### src/rtl/fatori_err_collector.sv
// Fatori error collector: saturating per-source event counters, OK/DEGRADED/ALARM escalation
// and a registered read port. Define FATORI_ERR_TIMESTAMP_EN to add the ALARM-entry timestamp.
module fatori_err_collector #(
  parameter int unsigned NSRC       = 4,
  parameter int unsigned CW         = 16,
  parameter int unsigned ESC_THRESH = 8
) (
  input  logic            clk_i,
  input  logic            rst_i,
  input  logic [NSRC-1:0] min_err_i,
  input  logic [NSRC-1:0] maj_err_i,
  input  logic [NSRC-1:0] scrub_i,
  input  logic            clr_i,
  input  logic            rd_req_i,
  input  logic [1:0]      rd_kind_i,
  input  logic [3:0]      rd_src_i,
  output logic            rd_valid_o,
  output logic [31:0]     rd_data_o,
  output logic            degraded_o,
  output logic            alarm_o,
  output logic            irq_o
);

  localparam int unsigned   DW       = 32;
  localparam logic [CW-1:0] CNT_MAX  = {CW{1'b1}};
  localparam logic [CW-1:0] ESC_LAST = CW'(ESC_THRESH - 1);

  typedef enum logic [1:0] {
    ST_OK       = 2'd0,
    ST_DEGRADED = 2'd1,
    ST_ALARM    = 2'd2
  } state_t;

  state_t        state;
  state_t        eff_state;
  logic [CW-1:0] esc_cnt;
  logic [CW-1:0] eff_esc;
  logic [CW-1:0] min_cnt [NSRC];
  logic [CW-1:0] maj_cnt [NSRC];
  logic [CW-1:0] scr_cnt [NSRC];
  logic          any_min;
  logic          any_maj;
  logic          alarm_entry;
  logic [DW-1:0] ts_val;
  logic [DW-1:0] rd_mux;

  // A clear in the same cycle as events is applied first, so the events land on the cleared state.
  assign any_min   = |min_err_i;
  assign any_maj   = |maj_err_i;
  assign eff_state = clr_i ? ST_OK : state;
  assign eff_esc   = clr_i ? '0 : esc_cnt;

  assign alarm_entry = (eff_state != ST_ALARM) &&
                       (any_maj || ((eff_state == ST_DEGRADED) && any_min && (eff_esc == ESC_LAST)));

  function automatic logic [CW-1:0] cnt_next(input logic [CW-1:0] cnt, input logic flag,
                                             input logic clr);
    logic [CW-1:0] base;
    base = clr ? '0 : cnt;
    if (flag && (base != CNT_MAX)) begin
      return base + CW'(1);
    end
    return base;
  endfunction

  // Event counters
  always_ff @(posedge clk_i or posedge rst_i) begin
    if (rst_i) begin
      for (int unsigned i = 0; i < NSRC; i++) begin
        min_cnt[i] <= '0;
        maj_cnt[i] <= '0;
        scr_cnt[i] <= '0;
      end
    end else begin
      for (int unsigned i = 0; i < NSRC; i++) begin
        min_cnt[i] <= cnt_next(min_cnt[i], min_err_i[i], clr_i);
        maj_cnt[i] <= cnt_next(maj_cnt[i], maj_err_i[i], clr_i);
        scr_cnt[i] <= cnt_next(scr_cnt[i], scrub_i[i], clr_i);
      end
    end
  end

  // Escalation FSM with registered status outputs
  always_ff @(posedge clk_i or posedge rst_i) begin
    if (rst_i) begin
      state      <= ST_OK;
      esc_cnt    <= '0;
      degraded_o <= 1'b0;
      alarm_o    <= 1'b0;
      irq_o      <= 1'b0;
    end else begin
      irq_o <= 1'b0;
      if (alarm_entry) begin
        state      <= ST_ALARM;
        esc_cnt    <= eff_esc;
        degraded_o <= 1'b0;
        alarm_o    <= 1'b1;
        irq_o      <= 1'b1;
      end else begin
        case (eff_state)
          ST_OK: begin
            esc_cnt    <= '0;
            alarm_o    <= 1'b0;
            state      <= any_min ? ST_DEGRADED : ST_OK;
            degraded_o <= any_min;
          end
          ST_DEGRADED: begin
            state      <= ST_DEGRADED;
            degraded_o <= 1'b1;
            alarm_o    <= 1'b0;
            esc_cnt    <= any_min ? eff_esc + CW'(1) : eff_esc;
          end
          default: begin
            state      <= ST_ALARM;
            degraded_o <= 1'b0;
            alarm_o    <= 1'b1;
          end
        endcase
      end
    end
  end

`ifdef FATORI_ERR_TIMESTAMP_EN
  logic [31:0] cyc_cnt;
  logic [31:0] ts_lat;

  // Free-running cycle count; the latch captures the cycle in which ALARM entry is decided.
  always_ff @(posedge clk_i or posedge rst_i) begin
    if (rst_i) begin
      cyc_cnt <= '0;
      ts_lat  <= '0;
    end else begin
      cyc_cnt <= cyc_cnt + 32'd1;
      if (alarm_entry) begin
        ts_lat <= cyc_cnt;
      end else if (clr_i) begin
        ts_lat <= '0;
      end
    end
  end

  assign ts_val = ts_lat;
`else
  assign ts_val = '0;
`endif

  // Read mux over pre-update register values
  always_comb begin
    rd_mux = '0;
    if (rd_kind_i == 2'd3) begin
      if (rd_src_i == 4'd0) begin
        rd_mux = {30'b0, state};
      end else if (rd_src_i == 4'd1) begin
        rd_mux = ts_val;
      end
    end else begin
      for (int unsigned i = 0; i < NSRC; i++) begin
        if (rd_src_i == 4'(i)) begin
          case (rd_kind_i)
            2'd0:    rd_mux = DW'(min_cnt[i]);
            2'd1:    rd_mux = DW'(maj_cnt[i]);
            default: rd_mux = DW'(scr_cnt[i]);
          endcase
        end
      end
    end
  end

  always_ff @(posedge clk_i or posedge rst_i) begin
    if (rst_i) begin
      rd_valid_o <= 1'b0;
      rd_data_o  <= '0;
    end else begin
      rd_valid_o <= rd_req_i;
      rd_data_o  <= rd_req_i ? rd_mux : '0;
    end
  end

endmodule

### config.mk
export PLATFORM = sky130hd
export DESIGN_NAME = fatori_err_collector
export DESIGN_NICKNAME = d
export VERILOG_FILES = /design/src/rtl/fatori_err_collector.sv
export SDC_FILE = /design/constraint.sdc
export NUM_CORES = 1
export LEC_CHECK = 0
export CORE_MARGIN = 4
export CORE_UTILIZATION = 39
export CTS_BUF_LIST = sky130_fd_sc_hd__clkbuf_8
export DETAILED_ROUTE_END_ITERATION = 12
export SLEW_MARGIN = 0
export SYNTH_ARGS = -nofsm -noshare
export SYNTH_HDL_FRONTEND = slang
export SYNTH_SLANG_ARGS = --single-unit
### constraint.sdc
create_clock -name clk_i -period 17.16 [get_ports clk_i]
set_clock_uncertainty 0.05 [all_clocks]
set_input_delay 1.716 -clock clk_i [delete_from_list [all_inputs] [get_ports clk_i]]
set_output_delay 1.716 -clock clk_i [all_outputs]
set_load 0.02 [all_outputs]
==> results of run 1 <==
==> stage by stage <==
step	hold slack [ns]	instance area [um2]	utilization [%]	total power, W
6_report	0.4351	15180	44.05	0.001165
5_1_grt	0.4505	15180	44.04	0.001218
4_1_cts	0.4435	15180	44.04	0.001185
3_5_place_dp	0.4333	14350	41.63	0.0006610
3_3_place_gp	0.4296	14350	41.63	0.0006598
2_1_floorplan	0.3992	13650	-	0.0006321
==> cell type report <==
class                           count  area [um2]
Multi-Input combinational cell   1079        7475
Antenna cell                        1       2.502
Tap cell                          455       569.3
Timing Repair Buffer               50       469.2
Inverter                           32       127.6
Sequential cell                   228        5705
Clock inverter                     23       113.9
Fill cell                        3350       19280
Clock buffer                       52       715.7
==> routing by layer <==
metal  wire length [um]  track usage [%]  vias up
met4                958            5.208        0
met1              16310            26.66     5175
li1                   -                -     5022
met3               1785            3.241       69
met5                  0                0        -
met2              15480            27.79      234
==> layout by cell type (no fill, tap or decap), types with 7 or more instances in the layout <==
| cell type | synthesis | final |
|---|---|---|
| nand3_1 | 88 | 88 |
| clkbuf_8 | 0 | 52 |
| nor4_1 | 17 | 17 |
| clkdlybuf4s50_1 | 0 | 38 |
| inv_1 | 31 | 43 |
| mux2_2 | 45 | 45 |
| a211oi_1 | 9 | 9 |
| mux4_2 | 28 | 28 |
| xnor2_1 | 80 | 80 |
| nand3b_1 | 11 | 11 |
| ha_1 | 13 | 13 |
| nand2b_1 | 40 | 40 |
| nor4_2 | 8 | 8 |
| and3_1 | 21 | 21 |
| mux2i_1 | 26 | 26 |
| nor2b_1 | 62 | 62 |
| nor2_1 | 156 | 156 |
| dfrtp_1 | 228 | 228 |
| buf_4 | 16 | 9 |
| and4_1 | 13 | 13 |
| nand2_1 | 101 | 101 |
| o21ai_0 | 41 | 41 |
| a22oi_1 | 10 | 10 |
| or3_1 | 24 | 24 |
| clkinv_2 | 0 | 7 |
| nand4_1 | 48 | 48 |
| nor3b_1 | 7 | 7 |
| a21oi_1 | 42 | 42 |
| nor3_1 | 18 | 18 |
| xor2_1 | 72 | 72 |
| conb_1 | 1 | 16 |
==> cell families (layout without fill, tap and decap cells) <==
group / after synthesis / in the layout / synth area share (%)
other cells: 1 / 17 / 0.02759
xor+xnor: 152 / 152 / 9.795
buf+inv: 102 / 157 / 3.443
simple gates: 649 / 649 / 25.83
fa+ha+maj: 14 / 14 / 1.270
mux: 99 / 99 / 10.28
flops: 228 / 228 / 41.98
compound gates: 149 / 149 / 7.374
==> flip-flops by register name, indices dropped and copies added (netlist names) <==
| name | cells |
|---|---|
| scr_cnt | 64 |
| irq_o | 1 |
| maj_cnt | 64 |
| state | 1 |
| rd_valid_o | 1 |
| min_cnt | 64 |
| esc_cnt | 16 |
| alarm_o | 1 |
| rd_data_o | 16 |
==> report_power, final <==
part	leakage [nW]	internal, W	switching [W]	total, W
sequential	3.14	0.000549	0.0000114	0.000560
combinational	2.64	0.0000324	0.0000584	0.0000908
clock	0.483	0.000275	0.000239	0.000515
total	6.26	0.000856	0.000309	0.00117
==> path summary, 6_finish.rpt <==
kind                                to  cells past startpoint
setup reg to reg            esc_cnt[3]                      7
hold / removal             scr_cnt[14]                      1
max in group asynchronous  maj_cnt[16]                      3
min in group asynchronous  maj_cnt[56]                      2
hold reg to reg            scr_cnt[14]                      1
setup / recovery            scr_cnt[3]                     10
==> worst max-delay path, stage by stage <==
cell      delay, ns
buf_6          0.54
buf_4          0.62
buf_4          0.70
nor2b_1        0.18
ha_1           0.30
and4_1         0.20
a21boi_1       0.48
nand4_1        0.18
xor2_1         0.16
nor2_1         0.05
==> metrics.md, run 1 <==
| Metric | Value |
|---|---|
| Vias | 10,500 |
| Worst EP arrival | 5.25 ns |
| Sequential area share after synthesis | 41.98% |
| Rel. slew slack | 20.03% |
| Total of max-cap violations | 0 |
| Sum Neg Setup Slack | 0 ns |
| CP startpoint kind | input port |
| # IOs | 58 |
| Post-route ant nets | 0 |
| Drt first-iter violations | 855 |
| Via-to-Cell Ratio | 5.469 |
| Worst r2r src | state[0] |
| FP Rows | 68 |
| RSZ-0062 raised after global routing | false |
| Area contributors post-synth | dfrtp_1 42%, xnor2_1 5.2%, mux4_2 4.6% |
| Die span in x | 194.7 um |
| Peak VDD IR | 0.05438 mV |
| Clock latency at the later pin of the worst-skew pair | 0.55 ns |
| Vias in the first global route | 10,270 |
| Critical Path Start | clr_i |
| 1st-pass router iterations | 5 |
| Core area | 34,460 um2 |
| Asr flop ratio synth | 100.0% |
| Die Height | 194.7 um |
| Setup bufs post-CTS | 0 |
| Worst Path Required | 17.52 ns |
| Shortest period the worst path allows | 4.895 ns |
| Final HPWL DP | 24.58 mm |
| Cell Area, Synth | 13,590 um2 |
| Worst Setup End Kind | register |
| Place WS | 11.63 ns |
| Avg WL per Cell | 17.99 um |
| Yosys top cell area share | 41.98% |
| Total track usage | 18.20% |
| Initial core utilization | 39.44% |
| Total CTS buffers | 43 |
| Number of warnings issued by yosys | 0 |
| Post-Layout Cell Count | 1,920 |
| Synthesis-stage register bit count | 228 |
| Post-synth EDFFs | 0 |
| IO buf count | 41 |
| Mean Syn Cell Area | 9.750 um2 |
| PnR worst setup slack | 12.27 ns |
| Worst-path maximum fanout | 115 |
| Clock sink count | 228 |
| Critical setup path kind | input port to register |
| Ratio of cells with drive above 1 in the final layout | 12.57% |
| Outcome | finished, final reports clean |
| Cts repair resizes | 0 |
| Main synth FF type | dfrtp_1 |
| Distinct cell type count after synthesis | 71 |
| Crit share post-route | 28.53% |
| Total gr overflow | 0 |
| WL final | 34.53 mm |
| Largest net degree at the start of global routing | 116 |
| Initial antenna violation count | 0 |
| Count leader, synth | dfrtp_1 |
| Nets | 1,469 |
| Final Max Tran Viols | 0 |
| Synth top cells by count | 228 x dfrtp_1, 156 x nor2_1, 101 x nand2_1, 88 x nand3_1, 80 x xnor2_1 |
| Clock Path Buffers | 3 |
| CTS tree | done |
| DRC Markers | 0 |
| Setup violations, final | 0 |
| Gpl congestion | 0.8512 |
| Die ar. | 37,900 um2 |
| Final Hold Viols | 0 |
| Synth area leader | dfrtp_1 |
| Root Driver | clkbuf_8 |
| H-tree levels | 2 |
| Cts hold-fix bufs | 0 |
| Leakage dissipation | 6.259 nW |
| HP Class | register to register |
| R2R setup slack | 14.31 ns |
| Placed cells | 1,844 |
| P&R area growth vs syn | 11.67% |
| Fmax achieved | 204.3 MHz |
| Pwr/cell area | 76.78 nW/um2 |
| Synthesized instance count | 1,394 |
| Global-route wire length before repair | 56.89 mm |
| HP Start | scr_cnt[14] |
| Clk pin slew, worst setup/hold paths | 0.06 ns |
| Least-Margin Pin Slew | 1.192 ns |
(Power assumes the default switching activity.)
==> run 2, diff against run 1 <==
==> constraint.sdc (replaced) <==
create_clock -name clk_i -period 4.2 [get_ports clk_i]
set_clock_uncertainty 0.05 [all_clocks]
set_input_delay 0.42 -clock clk_i [delete_from_list [all_inputs] [get_ports clk_i]]
set_output_delay 0.42 -clock clk_i [all_outputs]
set_load 0.02 [all_outputs]
==> run 2 against run 1 <==
  * Global-route usage rose by 0.11 points
  * Non-clock buffer count rose by 9
  * Combinational power rose to 4.2 times the previous value
  * Register-to-register slack got worse by 13 ns
  * Largest cell class unchanged
  * Hold slack got worse by 0.25 ns
  * Sequential share of layout area fell by 0.30 points
  * First-iteration DRC count fell by 20%
  * Die area did not move
==> metrics.md, run 2 (synthesis results as in run 1) <==
| Metric | Value |
|---|---|
| Crit share post-route | 61.70% |
| Final Max Tran Viols | 0 (unchanged) |
| Avg WL per Cell | 18.04 um (+0.27%) |
| Fmax achieved | 385.9 MHz |
| Clock Path Buffers | 3 (unchanged) |
| P&R area growth vs syn | 12.56% |
| Drt first-iter violations | 682 (-20%) |
| Total of max-cap violations | 0 (unchanged) |
| Psw | 0.001280 W (+310%) |
| Initial core utilization | 39.44% (unchanged) |
| WL final | 34.84 mm (+0.90%) |
| Pwr/cell area | 315.7 nW/um2 (+310%) |
| Worst Path Required | 3.73 ns (-13.79 ns) |
| Family with the most delay on the worst path | flip-flops |
| Power share of the sequential group | 47.4% (-0.7 points) |
| Max stage delay on crit path | 0.81 ns (+0.11 ns) |
| H-tree levels | 2 (unchanged) |
| Initial antenna violation count | 0 (unchanged) |
| 1st-pass router iterations | 4 (-1) |
| Cts hold-fix bufs | 0 (unchanged) |
| Logic pwr share | 7.9% (about the same) |
| Largest net degree at the start of global routing | 129 (+11%) |
| Peak VDD IR | 0.2041 mV (+280%) |
| # IOs | 58 (unchanged) |
| FP Rows | 68 (unchanged) |
| Total gr overflow | 0 (unchanged) |
| Clock sink count | 228 (unchanged) |
| Least-Margin Pin Slew | 0.9237 ns (-0.2686 ns) |
| HP Class | input port to asynchronous set/reset pin |
| Global-route wire length before repair | 56.90 mm (about the same) |
| Post-route ant nets | 0 (unchanged) |
| Vias | 10,530 (+0.26%) |
| Inserted Diodes | 0 (-1) |
| Critical Path Stages | 1 (-9) |
| Final instance area | 15,300 um2 (+0.79%) |
| Total CTS buffers | 43 (unchanged) |
| Placed Area | 14,450 um2 (+0.71%) |
| CP bufs+invs | 1 (-2) |
| Nets | 1,478 (+0.61%) |
| Clk network pwr share | 44.7% (+0.5 points) |
| Most frequent cells in the layout | 228 x dfrtp_1, 156 x nor2_1, 101 x nand2_1 |
| Ratio of cells with drive above 1 in the final layout | 13.00% (+0.43 points) |
| Gpl congestion | 0.8772 (+3.1%) |
| Worst-path cell chain | clkdlybuf4s50_1 |
| Vias in the first global route | 10,450 (+1.8%) |
| Core Util, Final | 44.40% (+0.35 points) |
| Final Power | 0.004829 W (+310%) |
| Setup violations, final | 0 (unchanged) |
| Total track usage | 18.31% (+0.11 points) |
| Leakage dissipation | 6.335 nW (+1.2%) |
| Worst EP arrival | 2.12 ns (-3.13 ns) |
| IO buf count | 41 (unchanged) |
| CTS tree | done |
| Core area | 34,460 um2 (unchanged) |
| Clk pin slew, worst setup/hold paths | 0.06 ns (about the same) |
| Die ar. | 37,900 um2 (unchanged) |
| Worst-path maximum fanout | 18 (-84%) |
| Die span in x | 194.7 um (unchanged) |
| Outcome | finished, final reports clean |
| Setup bufs post-CTS | 0 (unchanged) |
| Rel. slew slack | 38.42% (+18 points) |
| Critical setup path kind | register to output port |
| Worst r2r path cells | 6 (-1) |
| Via-to-Cell Ratio | 5.449 (-0.37%) |
| Commonest non-fill, non-tap cell in the layout | dfrtp_1 |
| CP startpoint kind | register |
| RSZ-0062 raised after global routing | false |
| Root Driver | clkbuf_8 |
| P_int | 0.003549 W (+310%) |
| Sum Neg Setup Slack | 0 ns (unchanged) |
| Clock latency at the later pin of the worst-skew pair | 0.56 ns (about the same) |
| Worst path slowest cell | dfrtp_1 |
| Die Height | 194.7 um (unchanged) |
| Worst Setup End Kind | output port |
| Shortest period the worst path allows | 2.591 ns |
| DRC Markers | 0 (unchanged) |
| Top flop regs | maj_cnt: 64 flops, min_cnt: 64 flops, scr_cnt: 64 flops |
| Final HPWL DP | 24.75 mm (+0.70%) |
| Sw Share | 26.50% (about the same) |
| Cts repair resizes | 0 (unchanged) |
| Final Hold Viols | 0 (unchanged) |
-- run 2: cell count changes in the layout (fill, tap and decap cells not counted), sizes merged --
cell,delta
buf,+9
clkinvlp,+1
bufinv,+2
clkbuf,-5
clkinv,+1
diode,-1
inv,+5
-- run 2: worst paths after layout --
check                             from     endpoint  slack, ns
setup / recovery              state[0]   degraded_o       1.61
hold / removal                   rst_i  maj_cnt[49]       0.18
setup reg to reg              state[0]  esc_cnt[15]       1.62
hold reg to reg            scr_cnt[14]  scr_cnt[14]       0.44
max in group asynchronous        rst_i   maj_cnt[0]       2.84
min in group clk_i               clr_i  min_cnt[39]       0.38
-- run 2: per-stage QoR --
| step | hold slack [ns] | setup slack [ns] | instances |
|---|---|---|---|
| 2_1_floorplan | 0.3992 | 0.7500 | 1409 |
| 5_1_grt | 0.1881 | 1.477 | 1932 |
| 3_3_place_gp | 0.4174 | 1.237 | 1853 |
| 4_1_cts | 0.1495 | 1.545 | 1932 |
| 3_5_place_dp | 0.4384 | 1.199 | 1853 |
| 6_report | 0.1807 | 1.609 | 1932 |
-- run 2: power by group through the flow --
| stage | sequential (W) | combinational (W) | clock (W) |
|---|---|---|---|
| 2_1_floorplan | 0.00231 | 0.000271 | 0 |
| 3_3_place_gp | 0.00233 | 0.000378 | 0 |
| 3_5_place_dp | 0.00233 | 0.000381 | 0 |
| 4_1_cts | 0.00229 | 0.000384 | 0.00223 |
| 5_1_grt | 0.00229 | 0.000419 | 0.00233 |
| 6_report | 0.00229 | 0.000380 | 0.00216 |
-- run 2: cell type report --
class	count	area (um2)
inverter	32	123.9
timing repair buffer	59	574.3
tap	455	569.3
clock buffer	47	646.9
fill	3321	19160
multi-input combinational	1079	7475
sequential	228	5705
clock inverter	32	203.9
-- run 2: routing by layer --
| metal | share of wire [%] | global-route usage [%] | vias to the layer above |
|---|---|---|---|
| li1 | - | - | 5033 |
| met5 | 0 | 0 | - |
| met3 | 4.5 | 2.704 | 58 |
| met2 | 46 | 28.29 | 233 |
| met1 | 47 | 26.84 | 5203 |
| met4 | 2.5 | 5.417 | 0 |
